--- config.mk ---
export PLATFORM = sky130hd
export DESIGN_NAME = fp_to_int_conv
export DESIGN_NICKNAME = d
export VERILOG_FILES = /design/src/rtl/fp_to_int_conv.sv
export SDC_FILE = /design/constraint.sdc
export NUM_CORES = 1
export LEC_CHECK = 0
export ABC_AREA = 1
export BUFFER_PORTS_ARGS = -buffer_cell sky130_fd_sc_hd__buf_2
export CAP_MARGIN = 20
export CORE_AREA = 5 5 257 159
export CTS_CLUSTER_SIZE = 20
export DETAILED_ROUTE_END_ITERATION = 8
export DIE_AREA = 0 0 262 164
export GPL_ROUTABILITY_DRIVEN = 1
export PLACE_DENSITY_LB_ADDON = 0.3
export SETUP_SLACK_MARGIN = 0.2
export SLEW_MARGIN = 20
export SYNTH_ARGS = -nofsm -noshare
export SYNTH_HDL_FRONTEND = slang
export SYNTH_SLANG_ARGS = --single-unit
--- constraint.sdc ---
create_clock -name clk -period 2.5 [get_ports clk]
set_input_delay 0.125 -clock clk [delete_from_list [all_inputs] [get_ports clk]]
set_output_delay 0.125 -clock clk [all_outputs]
set_load 0.02 [all_outputs]
--- src/rtl/fp_to_int_conv.sv ---
// fp_to_int_conv
//   Converts an IEEE-754 binary32 operand into int32 or uint32, rounding
//   toward zero. The block is a multi-cycle FSM that handles one operand at
//   a time: IDLE -> DECODE -> ALIGN* -> NEGATE -> DONE.
//
// Ports
//   clk, rst      : rising-edge clock, synchronous active-high reset
//   in_valid      : operand offered
//   in_ready      : high only in IDLE
//   fp_in         : binary32 operand, captured at the accept edge
//   is_signed     : 1 = int32 result, 0 = uint32 result
//   out_valid     : high only in DONE
//   out_ready     : consumer accepts the result
//   int_out       : converted integer, held through DONE
//   flag_invalid  : NaN, overflow, or negative value for an unsigned result
//   flag_inexact  : a nonzero fraction was discarded
module fp_to_int_conv (
  input  logic        clk,
  input  logic        rst,
  input  logic        in_valid,
  output logic        in_ready,
  input  logic [31:0] fp_in,
  input  logic        is_signed,
  output logic        out_valid,
  input  logic        out_ready,
  output logic [31:0] int_out,
  output logic        flag_invalid,
  output logic        flag_inexact
);

  typedef enum logic [2:0] {
    S_IDLE,
    S_DECODE,
    S_ALIGN,
    S_NEGATE,
    S_DONE
  } state_t;

  // Captured operand; bit layout matches {fp_in, is_signed}.
  typedef struct packed {
    logic        sign;
    logic [7:0]  exp;
    logic [22:0] frac;
    logic        sgn_mode;
  } op_t;

  localparam logic [31:0] MAX_S = 32'h7FFF_FFFF;
  localparam logic [31:0] MAX_U = 32'hFFFF_FFFF;
  localparam logic [31:0] MIN_S = 32'h8000_0000;

  state_t      state_q, state_d;
  op_t         op_q;
  logic [31:0] mag_q, res_q;
  logic [4:0]  rem_q;
  logic        sticky_q, inv_q, inx_q;

  // ---------------- decode ----------------
  logic signed [9:0] e;
  logic [23:0] m;
  logic [4:0]  lsh, r_init;
  logic        special, spec_inv, spec_inx;
  logic [31:0] spec_res;

  always_comb begin
    e        = $signed({2'b00, op_q.exp}) - 10'sd127;
    m        = {1'b1, op_q.frac};
    // Only consulted when 0 <= e <= 31, so the low 5 bits of e suffice.
    lsh      = e[4:0] - 5'd23;
    r_init   = 5'd23 - e[4:0];
    special  = 1'b1;
    spec_res = '0;
    spec_inv = 1'b0;
    spec_inx = 1'b0;
    if ((&op_q.exp) && (|op_q.frac)) begin
      spec_res = op_q.sgn_mode ? MAX_S : MAX_U;
      spec_inv = 1'b1;
    end else if (op_q.exp == 8'd0) begin
      spec_inx = |op_q.frac;               // zero or subnormal
    end else if (e < 10'sd0) begin
      spec_inx = 1'b1;                     // 0 < |x| < 1
    end else if (op_q.sign && !op_q.sgn_mode) begin
      spec_inv = 1'b1;                     // x <= -1 into uint32 (incl. -Inf)
    end else if (op_q.sign) begin
      if (e >= 10'sd31) begin
        spec_res = MIN_S;
        // -2^31 is the one representable value at this magnitude.
        spec_inv = !((op_q.exp == 8'd158) && (op_q.frac == 23'd0));
      end else begin
        special = 1'b0;
      end
    end else if ((op_q.sgn_mode && e >= 10'sd31) || (!op_q.sgn_mode && e >= 10'sd32)) begin
      spec_res = op_q.sgn_mode ? MAX_S : MAX_U;   // also covers +Inf
      spec_inv = 1'b1;
    end else begin
      special = 1'b0;
    end
  end

  // ---------------- align step ----------------
  logic [3:0]  sh;
  logic [7:0]  lost_mask;
  logic        lost;
  logic [4:0]  rem_next;
  logic [31:0] mag_next;

  always_comb begin
    sh        = (rem_q > 5'd8) ? 4'd8 : rem_q[3:0];
    lost_mask = 8'hFF >> (4'd8 - sh);
    lost      = |(mag_q[7:0] & lost_mask);
    mag_next  = mag_q >> sh;
    rem_next  = rem_q - {1'b0, sh};
  end

  // ---------------- FSM ----------------
  always_ff @(posedge clk) begin
    if (rst) state_q <= S_IDLE;
    else     state_q <= state_d;
  end

  always_comb begin
    state_d = state_q;
    case (state_q)
      S_IDLE:   if (in_valid) state_d = S_DECODE;
      S_DECODE: begin
        if (special)           state_d = S_DONE;
        else if (e >= 10'sd23) state_d = S_NEGATE;
        else                   state_d = S_ALIGN;
      end
      S_ALIGN:  if (rem_next == 5'd0) state_d = S_NEGATE;
      S_NEGATE: state_d = S_DONE;
      S_DONE:   if (out_ready) state_d = S_IDLE;
      default:  state_d = S_IDLE;
    endcase
  end

  // ---------------- datapath ----------------
  always_ff @(posedge clk) begin
    if (rst) begin
      op_q     <= '0;
      mag_q    <= '0;
      res_q    <= '0;
      rem_q    <= '0;
      sticky_q <= 1'b0;
      inv_q    <= 1'b0;
      inx_q    <= 1'b0;
    end else begin
      case (state_q)
        S_IDLE: if (in_valid) begin
          op_q     <= {fp_in, is_signed};
          sticky_q <= 1'b0;
        end
        S_DECODE: begin
          sticky_q <= 1'b0;
          if (special) begin
            res_q <= spec_res;
            inv_q <= spec_inv;
            inx_q <= spec_inx;
          end else if (e >= 10'sd23) begin
            mag_q <= {8'd0, m} << lsh;
            rem_q <= 5'd0;
          end else begin
            mag_q <= {8'd0, m};
            rem_q <= r_init;
          end
        end
        S_ALIGN: begin
          mag_q    <= mag_next;
          rem_q    <= rem_next;
          sticky_q <= sticky_q | lost;
        end
        S_NEGATE: begin
          res_q <= (op_q.sign && op_q.sgn_mode) ? -mag_q : mag_q;
          inv_q <= 1'b0;
          inx_q <= sticky_q;
        end
        S_DONE: if (out_ready) begin
          inv_q <= 1'b0;
          inx_q <= 1'b0;
        end
        default: ;
      endcase
    end
  end

  assign in_ready     = (state_q == S_IDLE);
  assign out_valid    = (state_q == S_DONE);
  assign int_out      = res_q;
  assign flag_invalid = inv_q & out_valid;
  assign flag_inexact = inx_q & out_valid;

endmodule
==> impl_metrics.ini <==
[place]
gp_congestion = 0.941
port_buffers = 72
dp_hpwl_mm = 27.3
post-place-ws_ns = -0.356
dpl_cell_area_mm2 = 0.0108
dp_cells = 2236

[synth]
synth_cell_type_count = 45
synth_mux_area_share_pct = 0.995
synth_cells = 1594
yosys.area_share.adder_pct = 1.80
synthArstFlopShare_pct = 0
synth_top_area_share_pct = 23.9
synth_top_family_by_area = simple AND/OR/NAND/NOR gates
syn_avg_cell_area_um2 = 5.68
ys_seq_area_share_pct = 23.9
synth.largest_area_cell = dfxtp_1
synth_ff_type = dfxtp_1
ys_ff_latch = 108
synth_xor_area_share_pct = 1.63
syn-num-nets = 1644
synth-simple-area-share_pct = 37.0
synth.most_common_cell = nand2_1
synth_compound_area_share_pct = 22.7
synth-edff-count = 0
synth-warning-count = 0
synthTopCellsByArea = dfxtp_1, nand2_1, o21ai_0
synthTopCellsByCount = nand2_1, o21ai_0, nor2_1
synth_area_mm2 = 0.00905

[setup_path]
cp.arrival_ns = 2.86
crit_path_start_kind = flop
endpoint_kind = flop
cp_slowest_cell = dfxtp_4
slowest_delay_ns = 0.38
cp.required_ns = 2.78
worstSetupPathType = flop to flop
cp_max_fo = 8
path_common_cell = nand2_2
worstPathCellList = buf_12 > ha_4 > nand2_4 > nor2_4 > xor2_4 > inv_2 > ha_4 > nand2_2 > nand3_2 > nand2_2 > nand2_4 > nand2_2 > nand2_2 > nand2_4 > buf_12 > nand3_4 > nand2_8 > buf_12 > buf_6 > nand2_1 > nand2_1 > nor2_1

[cts]
cts-hold-fix-buffers = 0
cts_tree = done
clockRootBuffer = clkbuf_16
cts_buffers = 9
cts_sinks = 108
clk_latency_ns = 0.39
clockBufferDepth = 2
clk_pin_slew_worst_paths_ns = 0.09
cts_max_level = 3

[global_route]
grt_overflow = 0
grtUsageTotal_pct = 17.0
grt_pass1_wl_mm = 57.6
grt_pass1_vias = 10300
grt_max_degree = 74
antenna_found_initial = 2

[floorplanning]
die_w_um = 262
rows = 56
die_area_mm2 = 0.0430
die_h_um = 164
coreArea_mm2 = 0.0383
ioPinCount = 73
start_util_pct = 23.6

[finish]
final_util_pct = 31.7
drive_gt1_share_pct = 23.7
nets = 1811
n_antenna_cell = 0
stdcell_area_mm2 = 0.0122
fillers = 4306
area_delta_synth_final_pct = 34.3
layout.cells.non_filler = 2288

[sta]
fin_crit_ns = 2.58
setup_viol = 53
finalCritPeriodShare_pct = 103
rsz0062_at_grt = true
tightest_slew_ns = 0.770
setup_slack_ns = -0.0768
fmax_mhz = 388
hold_violations = 0
max-slew-margin-rel_pct = 48.6
clock_skew_ns = 0.0174
maxSlewViolCount = 0
tns_ns = -1.77

[run]
drv_cap = 0

[routing]
wire_per_inst_um = 16.1
wl_mm = 36.8
antenna_left = 0
detail_route.first_pass.iterations = 5
num_vias = 11000
vias_per_cell = 4.81
drtIter0Drc = 1076
drc = 0

[power_and_ir_drop]
irDropWorstVdd_mv = 0.365
p_per_area_mw_per_mm2 = 793
p_leak_uw = 0.00552

[hold_path]
hold_path.class = input pin to flop

[run_status]
outcome = complete, but fails checks
violations = setup timing
routing by layer:
metal	track usage [%]	vias to the layer above	wire (um)
met1	26.6	5077	18900
met5	0	-	34
met2	23.3	389	14100
met3	4.53	33	3290
li1	-	5498	-
met4	2.83	4	428
final cells by class:
class / instances / area [um2] / share of cell area, %
Tap cell: 522 / 653 / 5.37
Timing Repair Buffer: 250 / 2180 / 18.0
Clock buffer: 10 / 239 / 1.97
Clock inverter: 6 / 47.5 / 0.391
Inverter: 154 / 588 / 4.84
Multi-Input combinational cell: 1238 / 6270 / 51.6
Sequential cell: 108 / 2180 / 17.9
state kept, by name (all words and copies together) (netlist names):
signal    cells
int_out      32
mag_q        32
m            23
op_q         10
rem_q         5
state_q       3
inv_q         1
inx_q         1
sticky_q      1
final timing paths:
kind	startpoint	endpoint	slack [ns]	depth (start not counted)
worst max-delay path	op_q[24]$_SDFFE_PP0P_	int_out[18]$_SDFFE_PP0P_	-0.08	22
worst min-delay path	fp_in[4]	m[4]$_SDFFE_PP0P_	0.02	3
worst max register to register	op_q[24]$_SDFFE_PP0P_	int_out[18]$_SDFFE_PP0P_	-0.08	22
worst min register to register	inx_q$_SDFFE_PP0P_	inx_q$_SDFFE_PP0P_	0.46	2
cell families after synthesis:
group | Yosys count
flops | 108
other cells | 1
fa+ha+maj | 13
compound gates | 389
buf+inv | 249
xor+xnor | 13
mux | 9
simple gates | 812
layout by cell type, fill, tap and decap left out, drive strengths merged, types with 13 or more instances in the layout:
| master | count |
|---|---|
| o21ai | 270 |
| nand2 | 446 |
| dfxtp | 108 |
| buf | 245 |
| ha | 13 |
| inv | 155 |
| a21oi | 81 |
| nor2 | 217 |
| or2 | 16 |
| nand3 | 109 |
where the power goes:
| group | switching, uW | internal [uW] | leakage [uW] |
|---|---|---|---|
| Combinational | 3480 | 2390 | 0.00449 |
| Sequential | 253 | 2010 | 0.000888 |
| Clock | 784 | 717 | 0.000145 |
| Total | 4520 | 5120 | 0.00552 |
through the flow:
stage / total power [uW] / hold WS, ns
after floorplan: 5280 / 0.309
after global placement: 7220 / 0.410
after detailed placement: 7220 / 0.419
after CTS: 9400 / 0.0102
after global routing: 10400 / 0.0306
final: 9640 / 0.0175
timing repair:
item,in CTS,in global routing
pin swaps,31,32
setup buffers,19,6
hold endpoints to repair,0,0
gates resized for setup,111,69
gates cloned,9,2
endpoints found under the setup margin,75,75
worst max-delay path, delay by kind of cell, from the launching register on:
family	cells	cell delay (ns)
buffers and inverters	5	0.59
xor gates and xnor gates	1	0.16
DFF	1	0.38
adders and majority gates	2	0.31
and+or+nand+nor	14	1.00
Power figures use the tool's default switching activity.
